[src/rtl/ec_correct_sched.sv]
// Round-robin scheduler sharing one error-correcting pipeline among NUM_REQ requesters.
// Optional saturating error counters are built when EC_SCHED_CNT_EN is defined.
module ec_correct_sched #(
    parameter int NUM_REQ   = 4,
    parameter int TAG_WIDTH = 4,
    parameter int PIPE_LAT  = 4,
    parameter int CNT_WIDTH = 16
) (
    input  logic                           clk,
    input  logic                           reset,
    input  logic [NUM_REQ-1:0]             req_valid,
    input  logic [NUM_REQ*TAG_WIDTH-1:0]   req_tag,
    output logic [NUM_REQ-1:0]             req_ready,
    output logic                           issue_valid,
    output logic [$clog2(NUM_REQ)-1:0]     issue_sel,
    input  logic                           cor_error,
    input  logic                           non_cor_error,
    input  logic                           mal_error,
    output logic                           rsp_valid,
    output logic [$clog2(NUM_REQ)-1:0]     rsp_id,
    output logic [TAG_WIDTH-1:0]           rsp_tag,
    output logic [1:0]                     rsp_status,
    output logic                           halted,
    output logic                           busy,
    input  logic                           clear_halt
`ifdef EC_SCHED_CNT_EN
    ,
    output logic [CNT_WIDTH-1:0]           cor_cnt,
    output logic [CNT_WIDTH-1:0]           uncor_cnt,
    output logic [CNT_WIDTH-1:0]           mal_cnt
`endif
);

    localparam int SEL_W = $clog2(NUM_REQ);

    typedef enum logic [1:0] {
        ST_RUN   = 2'd0,
        ST_DRAIN = 2'd1,
        ST_HALT  = 2'd2
    } state_t;

    state_t               state;
    logic [SEL_W-1:0]     ptr;
    logic [SEL_W-1:0]     gnt_idx;
    logic [SEL_W-1:0]     cand;
    logic [SEL_W-1:0]     ptr_next;
    logic                 gnt_found;
    logic                 can_grant;
    logic                 hs;
    logic                 head_v;
    logic                 mal_hit;
    logic [1:0]           head_status;
    logic [TAG_WIDTH-1:0] gnt_tag;

    logic [PIPE_LAT:0]    pipe_v;
    logic [SEL_W-1:0]     pipe_id  [PIPE_LAT+1];
    logic [TAG_WIDTH-1:0] pipe_tag [PIPE_LAT+1];

    assign head_v  = pipe_v[PIPE_LAT];
    assign mal_hit = head_v & mal_error;
    // A malfunction at the head blocks issue in the same cycle; reset gating keeps outputs at 0.
    assign can_grant = (state == ST_RUN) & ~mal_hit & ~reset;
    assign hs        = can_grant & gnt_found;
    assign gnt_tag   = req_tag[int'(gnt_idx)*TAG_WIDTH +: TAG_WIDTH];
    assign ptr_next  = (gnt_idx == SEL_W'(NUM_REQ - 1)) ? '0 : gnt_idx + SEL_W'(1);
    assign halted    = (state == ST_HALT);
    assign busy      = |pipe_v;

    always_comb begin
        gnt_found = 1'b0;
        gnt_idx   = '0;
        cand      = '0;
        for (int k = 0; k < NUM_REQ; k++) begin
            cand = SEL_W'((int'(ptr) + k) % NUM_REQ);
            if (!gnt_found && req_valid[cand]) begin
                gnt_found = 1'b1;
                gnt_idx   = cand;
            end
        end
    end

    always_comb begin
        req_ready = '0;
        if (hs) req_ready[gnt_idx] = 1'b1;
    end

    always_comb begin
        head_status = 2'b00;
        if (mal_error)          head_status = 2'b11;
        else if (non_cor_error) head_status = 2'b10;
        else if (cor_error)     head_status = 2'b01;
    end

    always_ff @(posedge clk or posedge reset) begin
        if (reset) begin
            pipe_v <= '0;
            for (int k = 0; k <= PIPE_LAT; k++) begin
                pipe_id[k]  <= '0;
                pipe_tag[k] <= '0;
            end
        end else begin
            pipe_v      <= {pipe_v[PIPE_LAT-1:0], hs};
            pipe_id[0]  <= gnt_idx;
            pipe_tag[0] <= gnt_tag;
            for (int k = 1; k <= PIPE_LAT; k++) begin
                pipe_id[k]  <= pipe_id[k-1];
                pipe_tag[k] <= pipe_tag[k-1];
            end
        end
    end

    always_ff @(posedge clk or posedge reset) begin
        if (reset) begin
            state       <= ST_RUN;
            ptr         <= '0;
            issue_valid <= 1'b0;
            issue_sel   <= '0;
            rsp_valid   <= 1'b0;
            rsp_id      <= '0;
            rsp_tag     <= '0;
            rsp_status  <= 2'b00;
        end else begin
            issue_valid <= hs;
            if (hs) begin
                issue_sel <= gnt_idx;
                ptr       <= ptr_next;
            end
            rsp_valid <= head_v;
            if (head_v) begin
                rsp_id     <= pipe_id[PIPE_LAT];
                rsp_tag    <= pipe_tag[PIPE_LAT];
                rsp_status <= head_status;
            end
            case (state)
                ST_RUN:   if (mal_hit) state <= ST_DRAIN;
                ST_DRAIN: if (pipe_v == '0) state <= ST_HALT;
                ST_HALT:  if (clear_halt) state <= ST_RUN;
                default:  state <= ST_RUN;
            endcase
        end
    end

`ifdef EC_SCHED_CNT_EN
    // Counters stick at all-ones rather than wrapping.
    always_ff @(posedge clk or posedge reset) begin
        if (reset) begin
            cor_cnt   <= '0;
            uncor_cnt <= '0;
            mal_cnt   <= '0;
        end else if (head_v) begin
            if (head_status == 2'b01 && cor_cnt != '1)   cor_cnt   <= cor_cnt + CNT_WIDTH'(1);
            if (head_status == 2'b10 && uncor_cnt != '1) uncor_cnt <= uncor_cnt + CNT_WIDTH'(1);
            if (head_status == 2'b11 && mal_cnt != '1)   mal_cnt   <= mal_cnt + CNT_WIDTH'(1);
        end
    end
`endif

endmodule

[config.mk]
export PLATFORM = sky130hd
export DESIGN_NAME = ec_correct_sched
export DESIGN_NICKNAME = d
export VERILOG_FILES = /design/src/rtl/ec_correct_sched.sv
export SDC_FILE = /design/constraint.sdc
export NUM_CORES = 1
export LEC_CHECK = 0
export CAP_MARGIN = 10
export CELL_PAD_IN_SITES_DETAIL_PLACEMENT = 2
export CELL_PAD_IN_SITES_GLOBAL_PLACEMENT = 2
export CORE_UTILIZATION = 32
export DETAILED_ROUTE_END_ITERATION = 8
export GPL_ROUTABILITY_DRIVEN = 0
export PLACE_DENSITY = 0.78
export SETUP_SLACK_MARGIN = 0.2
export SLEW_MARGIN = 20
export SYNTH_ARGS = -nofsm -noshare
export SYNTH_HDL_FRONTEND = slang
export SYNTH_SLANG_ARGS = --single-unit
[constraint.sdc]
create_clock -name clk -period 2.3 [get_ports clk]
set_input_delay 0.46 -clock clk [delete_from_list [all_inputs] [get_ports clk]]
set_output_delay 0.46 -clock clk [all_outputs]
set_load 0.005 [all_outputs]
---- Word level (Yosys, flattened, before mapping) ----
Index checks and enable logic that the tools add are counted.
storage, ports and cells
  output and inout bits ................... 18
  logic and storage cells ................. 80
  register bits after elaboration ......... 51
operators by class
  add/sub/neg operators ................... 4
  $lt $le $gt $ge ......................... 6
  reduce and logical (&&, ||, !) cells .... 11
  equality and inequality tests ........... 6
  muxes and demuxes ....................... 27
  shift-type cells ........................ 1
  bitwise logic cells ..................... 6
operator list
  cell                                                   number
  two-way mux 2 bit                                      10
  indexed part select 16 x 5 -> 4 bit                    1
  < comparator 2 x 3 -> 1 bit, second input constant     5
  two-way mux 1 bit                                      10
  binary-select mux 1 bit (select 2 bit)                 4
  case mux 2 bit (3 select lines)                        1
  zero test 5 bit                                        1
  OR reduction 5 bit                                     1
  adder 2 x 1 -> 2 bit, second input constant            2
  adder 2 bit, second input constant                     2
  AND 1 bit                                              4
  == test 2 bit, second input constant                   2
  logical AND 1 bit                                      4
  two-way mux 4 bit                                      1
  inequality test 2 bit, second input constant           2
  zero test 1 bit                                        3
  AND reduction 3 bit                                    1
  demux 1 bit (select 2 bit)                             1
  == test 2 x 1 -> 1 bit, second input constant          1
  >= comparator 2 x 1 -> 1 bit, second input constant    1
  zero test 2 bit                                        1
  inequality test 2 x 1 -> 1 bit, second input constant  1
  NOT 1 bit                                              2

---- Longest topological paths before layout ----
  depth in word-level cells ............... 17
  depth in mapped cells ................... 6
  depth with buffers taken out ............ 5

---- Worst setup path before layout ----
Ideal clock, no wire load.
  path kind ............................... register -> output
  start ................................... reg ptr[1]
  end ..................................... out req_ready[1]
  path buffers ............................ 1
  path slack .............................. 0.313 ns
  cell stages (with the launch flop) ...... 7
  arrival ................................. 1.527 ns
  cell sequence ........................... dfrtp_1 mux2i_1 nor2_1 a311oi_4 buf_6 nand2_1 nor2_1
between the ends
  cells in the longest elaborated chain, start to end .. 17
RTL lines
  what                                                                                                      line  text
  start, declared                                                                                           43    logic [SEL_W-1:0] ptr;
  start signal, assigned                                                                                    126   ptr <= ptr_next;
  parallel branches: the longest is 11 deep, another holds adder 2 x 1 -> 2 bit                             -
  two-way mux 2 bit *                                                                                       75    if (!gnt_found && req_valid[cand]) begin
  net gnt_idx[0]                                                                                            44    logic [SEL_W-1:0] gnt_idx;
  < comparator 2 x 3 -> 1 bit (not written as such) / >= comparator 2 x 1 -> 1 bit (equally long branches)  84    if (hs) req_ready[gnt_idx] = 1'b1;
  logical AND 1 bit (not written as such)                                                                   84
  two-way mux 1 bit (not written as such)                                                                   84
  demux 1 bit (select 2 bit) *                                                                              84
  two-way mux 4 bit *                                                                                       84
  end, declared                                                                                             13    output logic [NUM_REQ-1:0] req_ready,
Mark *: on every way through the listed nets, which the timed path passes. The select of a mux whose other input is x is not followed.

---- Worst setup path in the final report ----
  start ................................... reg pipe_v[4]
  end ..................................... out req_ready[2]
between the ends
  cells in the longest elaborated chain, start to end .. 6
RTL lines
  what                    line  text
  start, declared         55    logic [PIPE_LAT:0] pipe_v;
  start signal, assigned  102   pipe_v <= {pipe_v[PIPE_LAT-1:0], hs};
  AND 1 bit               60    assign mal_hit = head_v & mal_error;
  NOT 1 bit               62    assign can_grant = (state == ST_RUN) & ~mal_hit & ~reset;
  AND 1 bit (2 in a row)  62
  AND 1 bit               63    assign hs = can_grant & gnt_found;
  net hs                  49    logic hs;
  two-way mux 4 bit       84
The timed path passes the listed nets, and every way through them passes these cells.

==> metrics.md <==
| Metric | Value |
|---|---|
| Synth Instances | `between 100 and 150` |
| Setup crit end kind | `output port` |
| Core area | `approximately 0.005 mm²` |
| RSZ-0062 raised after global routing | `yes` |
| Clk slew on worst S/H paths | `roughly 90 ps` |
| Worst Path Buf+Inv | `4` |
| Hold Path Depth | `0` |
| First-pass GRT wire length | `~6200 µm` |
| Antenna violations before repair | `0` |
| Max Buffers Root-to-Sink | `2` |
| Post-synth top area share | `0.727` |
| R2R depth | `7` |
| Dpl hpwl | `~2700 µm` |
| Clock buffer count from CTS | `5` |
| Die W | `75.3 µm` |
| Hold_sp | `pipe_id[4]` |
| Synthesized area | `0.00172 mm²` |
| Max Freq | `438 MHz` |
| IO Pins | `44` |
| Aggregate global routing overflow | `0` |
| Via count | `~1,100` |
| CP max stage delay | `420 ps` |
| Num rows | `26` |
| Critical Path AT | `1830 ps` |
| Maximum vdd ir drop | `0.000345 V` |
| Chip Height | `about 75 µm` |
| Post-Place Setup Slack | `-735 ps` |
| Final wirelength | `3840 µm` |
| DR DRC count | `0` |
| HP Class | `register to register` |
| Critical Path RT | `1840 ps` |
| N_diodes | `0` |
| GRT Resource Usage Total | `0.155` |
| Vias in the first global route | `1,326` |
| Post-route ant nets | `0` |
| Area Growth Syn to Fin | `46.8%` |
| Fin crit period | `between 2000 and 2500 ps` |
| R2R Path Start | `ptr[1]` |
| Slew Viols, Final | `0` |
| Setup violations, final | `0` |
| CTS tree | `yes` |
| Vias per cell | `4.48` |
| Synth Warn # | `0` |
| Worst reg-to-reg setup slack | `420 ps` |
| Pwr/cell area | `approximately 1200 mW/mm²` |
| Synth Area per Inst | `14.8 µm²` |
| Number of max-cap violations | `0` |
| Netlist cell types | `23` |
| Final core occ | `0.491` |
| Worst clock skew | `7.82 ps` |
| Die area | `0.00567 mm²` |
| H-tree levels | `2` |
| Port-buffer cells | `43` |
| Largest net degree at the start of global routing | `51` |
| Area after DPL | `0.00232 mm²` |
| 1st-pass router iterations | `4` |
| WHS Endpoint | `pipe_id[2]` |
| Final worst-path cycle share | `0.994` |
| Register bit total from synthesis | `50` |
| Critical path depth in cells | `8` |
| Final nets | `210` |
| Final Hold Viols | `0` |
| Pleak | `approximately 1.2 nW` |
| Sequence of cells on the critical path | `a2111oi_4 > buf_4 > buf_6 > o41ai_4 > inv_1 > nand2_2 > nor2_1 > buf_2` |
| Worst-Skew Late Latency | `290 ps` |
| Cell taking the most area after synthesis | `dfrtp_1` |
| CP Launch Type | `register` |
| Status | `finished, final reports clean` |
| Crit path max fanout | `3` |
| Worst slew pin tran | `608 ps` |
| DRT iter0 DRCs | `49` |
| Crit-path slowest cell | `dfrtp_1` |
| Post-synthesis sequential area ratio | `0.727` |
| Most area-consuming cells after synthesis | `dfrtp_1, mux2i_1, mux2_2` |
| Slew headroom | `0.594` |
| Root buffer cell | `clkbuf_8` |
| Avg WL per Cell | `15.1 µm` |
| Layout cells sized above 1 | `0.286` |
| Worst Setup Path Type | `register to output port` |
| Starting Density | `0.335` |
| Setup slack after layout | `about 15 ps` |
| Final instance area | `0.00252 mm²` |
| Mapped Nets | `142` |
| TritonCTS Sinks | `50` |
| Worst r2r dst | `pipe_tag[16]` |
| CP delay by family, top | `buffers and inverters` |
Yosys cell counts:
| cell | count |
|---|---|
| a2111oi_2 | 1 |
| a21oi_1 | 7 |
| a22o_1 | 1 |
| a22oi_1 | 1 |
| a311oi_1 | 1 |
| a311oi_4 | 1 |
| and3_2 | 1 |
| buf_2 | 1 |
| buf_6 | 1 |
| clkbuf_1 | 1 |
| dfrtp_1 | 50 |
| inv_1 | 6 |
| mux2_2 | 6 |
| mux2i_1 | 13 |
| nand2_1 | 8 |
| nand2b_1 | 1 |
| nor2_1 | 8 |
| nor2b_1 | 1 |
| nor3_1 | 2 |
| o21ai_0 | 2 |
| o2bb2a_1 | 1 |
| o41ai_1 | 1 |
| xnor2_1 | 1 |
final cells by class:
class / count / area (µm²)
repair buffers: 64 / 579
clock buffers: 6 / 82.6
clock inverters: 2 / 17.5
multi-input cells: 57 / 483
flip-flops and latches: 50 / 1250
inverters: 6 / 22.5
well taps: 70 / 87.6
fillers: 531 / 2620
worst reg2reg max path, delay by kind of cell, from the launching register on:
kind	cells	cell delay [ps]
buf+inv	2	340
flops	1	430
simple gates	1	90
compound gates	1	330
mux	3	580
per-layer routing:
| metal | GRT usage | up-vias | wire (µm) |
|---|---|---|---|
| met1 | 0.169 | 571 | 1470 |
| met3 | 0.0384 | 4 | 183 |
| met2 | 0.289 | 44 | 2150 |
| li1 | - | 524 | - |
| met5 | 0 | - | 0 |
| met4 | 0.0597 | 0 | 39 |
placed cells by master (no fill, tap or decap), types with 2 or more instances in the layout:
cell             netlist  routed
buf_4                  0      17
dlygate4sd2_1          0       3
inv_1                  6       5
nand2_2                0       2
clkdlybuf4s50_1        0      32
buf_6                  1       5
clkinv_4               0       2
clkbuf_2               0       2
dfrtp_1               50      49
nand2_1                8       6
clkbuf_8               0       6
a21oi_1                7       6
buf_2                  1       3
mux2i_1               13      13
o21ai_0                2       2
nor2_1                 8       8
mux2_2                 6       6
power breakdown:
group	switching [mW]	leakage (nW)	internal, mW	total [mW]
Clock	0.279	0.0514	0.248	0.526
Combinational	0.423	0.514	0.653	1.08
Sequential	0.191	0.593	1.25	1.44
registers in the layout, summed over array words and instances, names as in the netlist:
register / count
issue_sel: 2
pipe_id: 10
pipe_tag: 20
pipe_v: 5
ptr: 2
rsp_id: 2
rsp_status: 2
rsp_tag: 4
rsp_valid: 1
state: 2
timing repair:
action / 4_1_cts / 5_1_grt
hold buffers: 0 / 0
setup endpoints to repair: 5 / 5
resized for setup: 37 / 8
pin swaps: 6 / 2
setup buffers: 5 / 2
how the worst max path moves through the flow:
stage / start / to / slack, ps
after floorplan: ptr[1] / req_ready[1] / 310
after global routing: pipe_v[4] / req_ready[2] / -120
after global placement: mal_error / req_ready[2] / -600
after CTS: pipe_v[4] / req_ready[2] / -30
after detailed placement: reset / req_ready[2] / -740
final: pipe_v[4] / req_ready[2] / 10
cells by family (layout without fill, tap and decap cells):
logic type | count (synthesis) | count (layout) | share of synthesized area
xor gates and xnor gates | 1 | 1 | 0.00509
muxes | 19 | 19 | 0.115
AOI/OAI and AO/OA | 16 | 16 | 0.0756
DFF | 50 | 50 | 0.727
buffers and inverters | 9 | 78 | 0.0247
and+or+nand+nor | 21 | 21 | 0.0524
per-stage QoR:
stage               hold WS [ps]  setup TNS (ps)  total power, mW  cells
floorplan                    331               0             1.82    116
global placement             331           -2100             2.30    240
detailed placement           337           -2780             2.40    240
CTS                          353           -26.4             3.05    253
global route                 361            -168             3.25    255
finish                       347               0             3.04    255
Power figures use the tool's default switching activity.
